## src/rtl/alu_arbiter.sv

```systemverilog
`default_nettype none
// ============================================================================
// Module   : alu_arbiter
// Purpose  : Round-robin arbiter sharing one ALU between N_REQ requesters.
//            A request is accepted in IDLE, issued to the ALU in ISSUE, and
//            its result is routed back to the owner from WAIT as a one-cycle
//            response pulse. NOP requests are answered directly from IDLE
//            without touching the ALU.
// Ports    : i_clk, i_rst_n        clock / async active-low reset
//            i_req_valid/o_req_ready  per-requester handshake (one-hot grant)
//            i_req_a/i_req_b/i_req_op packed operands/opcode (32/32/2 bits each)
//            o_rsp_valid/o_rsp_result/o_rsp_err  response to the owner
//            o_busy                high while ISSUE or WAIT
//            o_alu_a/o_alu_b/o_alu_op/i_alu_ready  ALU issue interface
//            i_alu_res_valid/i_alu_result          ALU result return
// Options  : ALU_ARB_TIMEOUT_EN  enables the WAIT watchdog (TIMEOUT cycles)
//            and the error response; otherwise o_rsp_err is tied low.
// Revision : 1.0  initial release
// ============================================================================

`ifndef OP_NOP
`define OP_NOP 2'b00
`endif
`ifndef OP_ADD
`define OP_ADD 2'b01
`endif
`ifndef OP_SUB
`define OP_SUB 2'b10
`endif
`ifndef OP_AND
`define OP_AND 2'b11
`endif

module alu_arbiter #(
    parameter int N_REQ   = 4,
    parameter int TIMEOUT = 16
) (
    input  logic                 i_clk,
    input  logic                 i_rst_n,
    input  logic [N_REQ-1:0]     i_req_valid,
    output logic [N_REQ-1:0]     o_req_ready,
    input  logic [32*N_REQ-1:0]  i_req_a,
    input  logic [32*N_REQ-1:0]  i_req_b,
    input  logic [2*N_REQ-1:0]   i_req_op,
    output logic [N_REQ-1:0]     o_rsp_valid,
    output logic [31:0]          o_rsp_result,
    output logic                 o_rsp_err,
    output logic                 o_busy,
    output logic [31:0]          o_alu_a,
    output logic [31:0]          o_alu_b,
    output logic [1:0]           o_alu_op,
    input  logic                 i_alu_ready,
    input  logic                 i_alu_res_valid,
    input  logic [31:0]          i_alu_result
);

    localparam int PTR_W = (N_REQ > 1) ? $clog2(N_REQ) : 1;

    if (N_REQ < 2 || N_REQ > 8 || TIMEOUT < 1) begin : g_param_check
        $error("alu_arbiter: parameter out of range");
    end

    typedef enum logic [1:0] {
        S_IDLE  = 2'd0,
        S_ISSUE = 2'd1,
        S_WAIT  = 2'd2
    } state_t;

    state_t               state_q, state_d;
    logic [PTR_W-1:0]     ptr_q, ptr_d;
    logic [PTR_W-1:0]     owner_q, owner_d;
    logic [31:0]          a_q, a_d;
    logic [31:0]          b_q, b_d;
    logic [1:0]           op_q, op_d;
    logic [N_REQ-1:0]     rsp_valid_q, rsp_valid_d;
    logic [31:0]          rsp_result_q, rsp_result_d;

    logic                 gnt_found;
    logic [PTR_W-1:0]     gnt_idx;
    logic [N_REQ-1:0]     gnt_onehot;
    logic [N_REQ-1:0]     owner_onehot;
    logic [1:0]           gnt_op;

`ifdef ALU_ARB_TIMEOUT_EN
    localparam int CNT_W = $clog2(TIMEOUT + 1);
    logic [CNT_W-1:0]     cnt_q, cnt_d;
    logic                 rsp_err_q, rsp_err_d;
`endif

    // Rotating-priority scan: first valid requester at or after the pointer.
    always_comb begin
        gnt_found = 1'b0;
        gnt_idx   = '0;
        for (int i = 0; i < N_REQ; i++) begin
            if (!gnt_found && i_req_valid[(int'(ptr_q) + i) % N_REQ]) begin
                gnt_found = 1'b1;
                gnt_idx   = PTR_W'((int'(ptr_q) + i) % N_REQ);
            end
        end
    end

    assign gnt_onehot   = {{(N_REQ-1){1'b0}}, 1'b1} << gnt_idx;
    assign owner_onehot = {{(N_REQ-1){1'b0}}, 1'b1} << owner_q;
    assign gnt_op       = i_req_op[2*int'(gnt_idx) +: 2];

    always_comb begin
        state_d      = state_q;
        ptr_d        = ptr_q;
        owner_d      = owner_q;
        a_d          = a_q;
        b_d          = b_q;
        op_d         = op_q;
        rsp_valid_d  = '0;
        rsp_result_d = '0;
`ifdef ALU_ARB_TIMEOUT_EN
        cnt_d        = cnt_q;
        rsp_err_d    = 1'b0;
`endif
        case (state_q)
            S_IDLE: begin
                if (gnt_found) begin
                    a_d     = i_req_a[32*int'(gnt_idx) +: 32];
                    b_d     = i_req_b[32*int'(gnt_idx) +: 32];
                    op_d    = gnt_op;
                    owner_d = gnt_idx;
                    ptr_d   = (gnt_idx == PTR_W'(N_REQ - 1)) ? '0 : gnt_idx + PTR_W'(1);
                    // A NOP never reaches the ALU; answer it straight from IDLE.
                    if (gnt_op == `OP_NOP) begin
                        rsp_valid_d = gnt_onehot;
                    end else begin
                        state_d = S_ISSUE;
                    end
                end
            end
            S_ISSUE: begin
                if (i_alu_ready) begin
                    state_d = S_WAIT;
`ifdef ALU_ARB_TIMEOUT_EN
                    cnt_d   = '0;
`endif
                end
            end
            S_WAIT: begin
                // A result in the same cycle the limit is reached takes priority.
                if (i_alu_res_valid) begin
                    rsp_valid_d  = owner_onehot;
                    rsp_result_d = i_alu_result;
                    state_d      = S_IDLE;
                end
`ifdef ALU_ARB_TIMEOUT_EN
                else if (cnt_q == CNT_W'(TIMEOUT - 1)) begin
                    rsp_valid_d = owner_onehot;
                    rsp_err_d   = 1'b1;
                    state_d     = S_IDLE;
                end else begin
                    cnt_d = cnt_q + CNT_W'(1);
                end
`endif
            end
            default: begin
                state_d = S_IDLE;
            end
        endcase
    end

    always_ff @(posedge i_clk or negedge i_rst_n) begin
        if (!i_rst_n) begin
            state_q      <= S_IDLE;
            ptr_q        <= '0;
            owner_q      <= '0;
            a_q          <= '0;
            b_q          <= '0;
            op_q         <= `OP_NOP;
            rsp_valid_q  <= '0;
            rsp_result_q <= '0;
        end else begin
            state_q      <= state_d;
            ptr_q        <= ptr_d;
            owner_q      <= owner_d;
            a_q          <= a_d;
            b_q          <= b_d;
            op_q         <= op_d;
            rsp_valid_q  <= rsp_valid_d;
            rsp_result_q <= rsp_result_d;
        end
    end

`ifdef ALU_ARB_TIMEOUT_EN
    always_ff @(posedge i_clk or negedge i_rst_n) begin
        if (!i_rst_n) begin
            cnt_q     <= '0;
            rsp_err_q <= 1'b0;
        end else begin
            cnt_q     <= cnt_d;
            rsp_err_q <= rsp_err_d;
        end
    end
    assign o_rsp_err = rsp_err_q;
`else
    assign o_rsp_err = 1'b0;
`endif

    // The grant is combinational and qualified by reset so no acceptance is
    // advertised while the block is held in reset.
    assign o_req_ready  = (state_q == S_IDLE && gnt_found && i_rst_n) ? gnt_onehot : '0;
    assign o_alu_op     = (state_q == S_ISSUE) ? op_q : `OP_NOP;
    assign o_alu_a      = (state_q == S_ISSUE) ? a_q  : 32'd0;
    assign o_alu_b      = (state_q == S_ISSUE) ? b_q  : 32'd0;
    assign o_busy       = (state_q != S_IDLE);
    assign o_rsp_valid  = rsp_valid_q;
    assign o_rsp_result = rsp_result_q;

endmodule

`default_nettype wire
```

## config.mk

```make
export PLATFORM = sky130hd
export DESIGN_NAME = alu_arbiter
export DESIGN_NICKNAME = d
export VERILOG_FILES = /design/src/rtl/alu_arbiter.sv
export SDC_FILE = /design/constraint.sdc
export NUM_CORES = 1
export LEC_CHECK = 0
export BUFFER_PORTS_ARGS = -buffer_cell sky130_fd_sc_hd__buf_2
export CAP_MARGIN = 20
export CORE_AREA = 2 2 159 161
export CTS_CLUSTER_DIAMETER = 60
export DETAILED_ROUTE_END_ITERATION = 8
export DIE_AREA = 0 0 161 163
export GPL_ROUTABILITY_DRIVEN = 0
export PLACE_DENSITY = 0.56
export SYNTH_ARGS = -nofsm -noshare
export SYNTH_HDL_FRONTEND = slang
export SYNTH_SLANG_ARGS = --single-unit
export TNS_END_PERCENT = 100
```

## constraint.sdc

```tcl
create_clock -name i_clk -period 2.81 [get_ports i_clk]
set_clock_uncertainty 0.05 [all_clocks]
set_input_delay 0.281 -clock i_clk [delete_from_list [all_inputs] [get_ports i_clk]]
set_output_delay 0.281 -clock i_clk [all_outputs]
set_load 0.02 [all_outputs]
```

==> run_results.csv, run 1 <==
group,metric,value,unit
worst_setup_path,crit_arrival,2.23,ns
grt,grt_max_degree,69,
detailed_routing,drtIter0Drc,347,
power_and_ir_drop,clkPwrFrac,15.2,%
place,port_buffers,410,
layout,nFillCells,2636,
grt,overflow,0,
power_and_ir_drop,power.leakage,5.37,nW
timing,relSlewSlack,51.1,%
floorplanning,die_w,161,um
detailed_routing,drc,0,
min_path,hold_path.class,"input port to flop",
clock_tree,ctsResizeCount,0,
power_and_ir_drop,p_switching,3.99,mW
synth,ys_types,34,
grt,grtUsageMet3,4.00,%
clock_tree,clk_pin_slew_worst_paths,0.09,ns
synth,synth-adder-area-share,0.773,%
grt,top_usage_layer,"met2",
synth,synth_compound_area_share,17.8,%
grt,grt_pass1_wl,35.1,mm
worst_setup_path,crit_family,"flip-flops",
floorplanning,rows,58,
clock_tree,cts_root_buffer,"clkbuf_16",
power_and_ir_drop,power_density,962,nW/um^2
clock_tree,clock_sinks,108,
place,post-dp-hpwl,17.0,mm
worst_setup_path,crit_start,"ptr_q[1]",
grt,grtUsageTotal,16.7,%
clock_tree,cts_buffers,9,
worst_setup_path,critPathCaptureType,"primary output",
detailed_routing,vias,6917,
timing,hold_violations,0,
clock_tree,cts_tree,"built",
floorplanning,die_y,163,um
worst_setup_path,critPathLaunchType,"flop",
timing,tightest_slew,0.734,ns
grt,met1_usage,19.8,%
clock_tree,htreeDepth,3,
synth,synthSimpleGateAreaFrac,32.6,%
power_and_ir_drop,p_seq_share,27.5,%
synth,yosysWarnings,0,
detailed_routing,dr.pass1.iters,5,
layout,final_cell_mix,"409 x buf_2, 268 x nand2_1, 108 x dfrtp_1",
synth,synthMuxAreaShare,1.10,%
synth,synth_top_family_by_area,"simple AND/OR/NAND/NOR gates",
synth,async_flop_share,100,%
detailed_routing,wl_per_cell,15.4,um
synth,synth_nets,1093,
timing,fmax,0.391,GHz
layout,area_growth,41.3,%
detailed_routing,wirelength,22.9,mm
floorplanning,io_pins,412,
synth,netlist_area,6470,sq um
clock_tree,clock_latency,0.36,ns
floorplanning,initial_utilization,26.2,%
timing,drv_slew,0,
worst_setup_path,crit_slowest_cell,"dfrtp_1",
power_and_ir_drop,ir_drop,417,uV
layout,layout_commonest_cell,"buf_2",
synth,ys_seq_area_share,41.8,%
run_status,status,"completed",
timing,fin_crit_sh,91.0,%
grt,first_global_vias,6787,
min_path,min_from,"i_alu_result[13]",
synth,synth.avg_cell_area,8.25,sq um
worst_setup_path,crit_fanout,64,
power_and_ir_drop,p_int,4.81,mW
power_and_ir_drop,p_total,8.79,mW
grt,antenna_found_initial,0,
worst_setup_path,crit_type,"flop to primary output",
detailed_routing,vias_per_cell,4.64,
clock_tree,cts_setup_buffers,0,
clock_tree,ctsLongestPathBuffers,2,
power_and_ir_drop,pwr-share-comb,57.2,%
worst_setup_path,crit_buf_inv,2,
synth,ys.flop_type,"dfrtp_1",
worst_setup_path,required,2.48,ns
power_and_ir_drop,swShare,45.3,%
layout,n_antenna_cell,0,
floorplanning,die-area,26200,sq um
layout,drive_gt1_share,38.9,%
run,cap_violations,0,
grt,globalRouteMet2Util,29.8,%
worst_setup_path,r2r-start,"ptr_q[1]",
synth,synth_xor_xnor_area_share,0,%
synth,synth_cells,785,
timing,period_needed,2.56,ns
timing,finalSetupViolations,0,
layout,fin_nets,1463,
detailed_routing,final_antenna_net_count,0,
worst_setup_path,crit_chain,"mux2_1 > o221a_4 > buf_12 > ha_1 > and3_1 > buf_2",
synth,synth-edff-count,0,
timing,tns,0,ns
floorplanning,core-area,24700,sq um
worst_setup_path,max_stage_delay,0.44,ns
synth,synth_seq_cells,108,
timing,rsz0062_at_grt,"no",
## Yosys cell counts (2+ instances only)
library cell	n	area share, %
o21ai_0	3	0.23
clkbuf_1	46	2.7
or2_2	2	0.19
o2bb2ai_1	2	0.27
and3_1	69	6.7
a311oi_1	64	8.7
dfrtp_1	108	42
mux2i_1	6	0.93
buf_4	3	0.35
nand2_1	268	16
buf_6	6	1.0
buf_2	13	1.0
inv_1	5	0.29
a21o_1	65	7.5
ha_1	4	0.77
nor2_1	4	0.23
a22o_1	2	0.27
and2_1	98	9.5
a21oi_1	2	0.15
## kinds of logic (layout without fill, tap and decap cells)
| logic type | Yosys count | in the layout |
|---|---|---|
| AOI/OAI and AO/OA | 143 | 143 |
| other | 1 | 1 |
| muxes | 7 | 7 |
| adders and majority gates | 4 | 4 |
| buffers and inverters | 76 | 451 |
| DFF | 108 | 108 |
| and+or+nand+nor | 446 | 446 |
## stage by stage
| step | instance area (sq um) | util, % | std cells | hold WS, ns | setup slack [ns] |
|---|---|---|---|---|---|
| after floorplan | 6470 | - | 785 | -0.0646 | 0.552 |
| after global routing | 9140 | 37.1 | 1490 | 0.0497 | 0.108 |
| final | 9140 | 37.1 | 1490 | 0.0658 | 0.253 |
| after CTS | 9140 | 37.1 | 1490 | 0.0497 | 0.216 |
| after detailed placement | 8820 | 35.7 | 1473 | 0.111 | 0.455 |
| after global placement | 8820 | 35.7 | 1473 | 0.108 | 0.500 |
## power by group through the flow
stage          Clock, mW  Sequential (mW)  Combinational [mW]
2_1_floorplan          0             2.45                3.48
4_1_cts             1.41             2.43                5.08
3_3_place_gp           0             2.44                5.05
3_5_place_dp           0             2.46                5.07
6_report            1.34             2.42                5.03
5_1_grt             1.47             2.50                5.55
## registers in the layout (all words and copies together) (netlist names)
register      cells
owner_q           2
o_rsp_valid       4
ptr_q             2
b_q              32
o_rsp_result     32
state_q           2
a_q              32
op_q              2
## final cells by class
class                      instances  area (sq um)  area share [%]
inverter                           6          27.5           0.301
clock inverter                     7          88.8           0.972
multi-input combinational        601          3410            37.3
tap                              330           413            4.52
clock buffer                       9           225            2.46
timing repair buffer             429          2270            24.9
sequential                       108          2700            29.6
## repair_timing
item	CTS	global route
hold endpoints to repair	13	0
hold buffers	1	0
endpoints found under the setup margin	0	0
## per-layer routing
layer,share of wire [%],up-vias,routed length (um)
met2,49,269,11300
met3,6.7,30,1550
met1,41,3214,9490
met4,2.4,0,560
met5,0,-,0
li1,-,3404,-
## worst paths after layout
check,endpoint,slack [ns],depth (start not counted)
worst min register to register,a_q[20],0.42,1
worst max-delay path,o_req_ready[1],0.25,6
worst max register to register,a_q[20],0.41,8
max in group asynchronous,b_q[28],1.43,3
worst min-delay path,o_rsp_result[13],0.07,2
min in group asynchronous,b_q[14],0.26,2
(Power assumes the default switching activity.)
==> run 2: changes to the inputs <==
Settings changed: BUFFER_PORTS_ARGS -buffer_cell sky130_fd_sc_hd__buf_2 to -buffer_cell sky130_fd_sc_hd__buf_4.
==> run_results.csv, run 2 (synthesized netlist as in run 1, its figures left out) <==
group,metric,value,unit
timing,hold_violations,0,
worst_setup_path,crit_end,"o_req_ready[0]",
worst_setup_path,crit_type,"flop to primary output",
timing,drv_slew,0,
run_status,status,"completed",
layout,final_util,41.1,%
worst_setup_path,r2r-end,"a_q[13]",
timing,rsz0062_at_grt,"no",
detailed_routing,drtIter0Drc,346,
worst_setup_path,crit_cells,6,
place,port_buffers,410,
clock_tree,ctsLongestPathBuffers,2,
worst_setup_path,crit_family,"flip-flops",
detailed_routing,drc,0,
layout,fin_nets,1463,
clock_tree,cts_root_buffer,"clkbuf_16",
clock_tree,htreeDepth,3,
timing,relSlewSlack,52.1,%
worst_setup_path,critPathCaptureType,"primary output",
floorplanning,die_w,161,um
floorplanning,rows,58,
clock_tree,cts_buffers,9,
timing,fin_ws,0.333,ns
run,cap_violations,0,
clock_tree,clock_latency,0.36,ns
floorplanning,die-area,26200,sq um
clock_tree,ctsResizeCount,0,
worst_setup_path,r2r-start,"ptr_q[1]",
layout,n_antenna_cell,0,
grt,antenna_found_initial,0,
worst_setup_path,worst-r2r-cell-count,8,
detailed_routing,vias_per_cell,4.69,
worst_setup_path,crit_chain,"mux2_1 > o221a_4 > inv_6 > ha_1 > and3_1 > buf_4",
floorplanning,io_pins,412,
grt,overflow,0,
floorplanning,initial_utilization,26.2,%
worst_setup_path,crit_buf_inv,2,
detailed_routing,vias,6994,
grt,grtUsageTotal,18.1,%
floorplanning,core-area,24700,sq um
power_and_ir_drop,ir_drop,441,uV
clock_tree,clock_sinks,108,
layout,final_cell_mix,"424 x buf_4, 268 x nand2_1, 108 x dfrtp_1",
timing,fmax,0.404,GHz
worst_setup_path,critPathLaunchType,"flop",
layout,area_growth,56.7,%
worst_setup_path,required,2.48,ns
worst_setup_path,crit_start,"ptr_q[1]",
grt,first_global_vias,6734,
place,pre_cts_slack,0.373,ns
grt,grt_pass1_wl,37.4,mm
detailed_routing,wl_per_cell,16.6,um
worst_setup_path,max_stage_delay,0.44,ns
clock_tree,cts_tree,"built",
place,post-dp-hpwl,18.1,mm
detailed_routing,dr.pass1.iters,5,
detailed_routing,wirelength,24.8,mm
clock_tree,clk_pin_slew_worst_paths,0.09,ns
timing,fin_crit_sh,88.1,%
detailed_routing,final_antenna_net_count,0,
layout,drive_gt1_share,38.9,%
timing,finalSetupViolations,0,
timing,hold_ws,0.0592,ns
worst_setup_path,crit_arrival,2.15,ns
layout,nFillCells,2589,
layout,layout_commonest_cell,"buf_4",
layout,finalNonFillerCells,1490,
min_path,hold_path.class,"input port to flop",
power_and_ir_drop,power_density,908,nW/um^2
timing,tightest_slew,0.718,ns
worst_setup_path,crit_slowest_cell,"dfrtp_1",
timing,period_needed,2.48,ns
worst_setup_path,crit_fanout,10,
grt,grt_max_degree,85,
floorplanning,die_y,163,um
power_and_ir_drop,power.leakage,5.63,nW
worst_setup_path,regToRegSetupSlack,0.33,ns
place,dp_cells,1473,
timing,tns,0,ns
-- run 2: cell counts in the layout (fill, tap and decap cells not counted) --
No cell type changed its count.
-- run 2: worst min path at each step --
stage | from | endpoint | depth (start not counted)
6_report | i_alu_ready | state_q[0] | 2
3_5_place_dp | i_rst_n | owner_q[0] | 1
3_3_place_gp | i_rst_n | state_q[0] | 1
5_1_grt | i_alu_ready | state_q[0] | 2
4_1_cts | i_alu_ready | state_q[0] | 2
2_1_floorplan | i_rst_n | a_q[0] | 0
-- run 2: timing repair --
item / 4_1_cts / 5_1_grt
hold buffers: 1 / 0
endpoints found under the hold margin: 4 / 0
setup endpoints to repair: 0 / 0
setup buffers: 0 / 0
-- run 2: power by group --
group	internal, mW	switching (mW)
registers	2.15	0.274
clock network	0.645	0.727
logic	2.33	3.07
-- run 2: layer usage --
metal	GRT usage, %	wire length, um	vias to the layer above
li1	-	-	3407
met4	5.68	573	0
met5	0	0	-
met2	31.3	12100	282
met1	21.7	10200	3274
met3	5.02	1910	31
-- run 2: final cells by class --
class	instances	area, sq um	share of cell area, %
multi-input combinational	601	3410	33.6
timing repair buffer	429	3270	32.3
inverter	6	27.5	0.271
sequential	108	2700	26.7
clock inverter	7	88.8	0.876
tap	330	413	4.07
clock buffer	9	225	2.22
-- run 2: worst register-to-register path, delay by kind of cell, from the launching register on --
kind	cells	cell delay, ns
compound gates	3	0.77
buf+inv	2	0.45
flops	1	0.44
mux	1	0.35
simple gates	2	0.35
-- run 2: per-stage QoR --
stage | power, mW | area (sq um)
2_1_floorplan | 5.92 | 6470
3_3_place_gp | 7.87 | 9820
3_5_place_dp | 7.92 | 9820
4_1_cts | 9.33 | 10100
5_1_grt | 9.90 | 10100
6_report | 9.21 | 10100
==> run 3: changes to the inputs <==
Settings changed: RECOVER_POWER set to 100.
==> run_results.csv, run 3 (synthesized netlist as in run 1, its figures left out) <==
group,metric,value,unit
power_and_ir_drop,ir_drop,433,uV
detailed_routing,vias,7011,
clock_tree,clock_sinks,108,
floorplanning,initial_utilization,26.2,%
floorplanning,die-area,26200,sq um
clock_tree,clock_latency,0.36,ns
floorplanning,die_w,161,um
timing,tns,0,ns
layout,area_growth,52.3,%
clock_tree,htreeDepth,3,
clock_tree,cts_buffers,9,
detailed_routing,drc,0,
worst_setup_path,required,2.48,ns
layout,layout_commonest_cell,"buf_4",
floorplanning,io_pins,412,
timing,rsz0062_at_grt,"no",
timing,hold_ws,0.0582,ns
detailed_routing,vias_per_cell,4.71,
place,port_buffers,410,
timing,tightest_slew,1.38,ns
worst_setup_path,critPathLaunchType,"flop",
layout,n_antenna_cell,0,
place,dp_cells,1473,
grt,grtUsageMet3,5.02,%
power_and_ir_drop,p_switching,4.06,mW
clock_tree,cts_root_buffer,"clkbuf_16",
floorplanning,core-area,24700,sq um
timing,finalSetupViolations,0,
worst_setup_path,crit_fanout,10,
grt,met1_usage,21.7,%
clock_tree,ctsLongestPathBuffers,2,
grt,first_global_vias,6734,
detailed_routing,drtIter0Drc,328,
power_and_ir_drop,p_int,4.89,mW
timing,drv_slew,0,
run_status,status,"completed",
floorplanning,die_y,163,um
grt,grtUsageTotal,18.1,%
detailed_routing,final_antenna_net_count,0,
place,post-dp-hpwl,18.1,mm
layout,fin_nets,1463,
min_path,hold_path.class,"input port to flop",
worst_setup_path,crit_type,"flop to primary output",
grt,grt_max_degree,85,
layout,final_cell_mix,"349 x buf_4, 268 x nand2_1, 108 x dfrtp_1",
layout,final_util,39.9,%
timing,relSlewSlack,7.70,%
layout,finalNonFillerCells,1490,
grt,grt_pass1_wl,37.4,mm
layout,drive_gt1_share,32.9,%
layout,fin_area,9860,sq um
power_and_ir_drop,power_density,908,nW/um^2
timing,fin_crit_sh,91.9,%
place,dpl_cell_area,9820,sq um
detailed_routing,wl_per_cell,16.6,um
timing,fmax,0.387,GHz
grt,antenna_found_initial,0,
detailed_routing,dr.pass1.iters,4,
power_and_ir_drop,power.leakage,5.29,nW
clock_tree,cts_tree,"built",
worst_setup_path,critPathCaptureType,"primary output",
grt,globalRouteMet2Util,31.3,%
run,cap_violations,0,
worst_setup_path,crit_start,"ptr_q[1]",
power_and_ir_drop,clkPwrFrac,15.2,%
clock_tree,clk_pin_slew_worst_paths,0.09,ns
grt,top_usage_layer,"met2",
power_and_ir_drop,pwr-share-comb,57.6,%
worst_setup_path,r2r-start,"ptr_q[1]",
timing,hold_violations,0,
worst_setup_path,crit_arrival,2.25,ns
power_and_ir_drop,swShare,45.4,%
power_and_ir_drop,p_seq_share,27.1,%
min_path,min_from,"i_alu_ready",
detailed_routing,wirelength,24.8,mm
floorplanning,rows,58,
grt,overflow,0,
timing,period_needed,2.58,ns
==> run 3: cell count changes in the layout (fill, tap and decap cells not counted), sizes merged <==
cell,delta
clkbuf,+76
buf,-76
==> run 3: path summary, 6_finish.rpt <==
path                                  end  slack (ns)  cells past startpoint
setup / recovery           o_req_ready[0]        0.23                      6
hold / removal                 state_q[0]        0.06                      2
setup reg to reg                   b_q[5]        0.24                      8
hold reg to reg                   b_q[23]        0.42                      1
max in group asynchronous         b_q[28]        0.51                      3
min in group asynchronous      owner_q[0]        0.41                      2
==> run 3: per-layer routing <==
metal / vias to the layer above / part of all wire, %
met1: 3293 / 41
met4: 0 / 2.2
li1: 3408 / -
met2: 280 / 49
met3: 30 / 7.6
met5: - / 0
==> run 3: timing repair <==
item / CTS / global route
hold endpoints to repair: 4 / 0
resized for setup: 0 / 0
hold buffers: 1 / 0
setup buffers: 0 / 0
==> run 3: power by group through the flow <==
| stage | Sequential, mW | Clock [mW] | Combinational [mW] |
|---|---|---|---|
| after floorplan | 2.45 | 0 | 3.48 |
| after global placement | 2.44 | 0 | 5.43 |
| after detailed placement | 2.46 | 0 | 5.46 |
| after global routing | 2.50 | 1.49 | 5.67 |
| after CTS | 2.43 | 1.43 | 5.47 |
| final | 2.43 | 1.36 | 5.16 |
==> run 3: critical path: stages (launching register included) <==
cell and delay, ns:
dfrtp_1 0.44, mux2_1 0.35, o221a_4 0.33, inv_6 0.14, ha_1 0.19, and3_1 0.18, clkbuf_1 0.26
==> run 3: final cells by class <==
cell class	instances	area [sq um]
fill	2646	14800
multi-input combinational	601	3410
timing repair buffer	429	2990
sequential	108	2700
tap	330	413
clock buffer	9	225
clock inverter	7	88.8
inverter	6	27.5
==> run 3: metrics by stage <==
stage	power [mW]	worst slack, ns
3_5_place_dp	7.92	0.373
5_1_grt	9.66	0.0924
3_3_place_gp	7.87	0.429
4_1_cts	9.33	0.315
6_report	8.95	0.227
2_1_floorplan	5.92	0.552
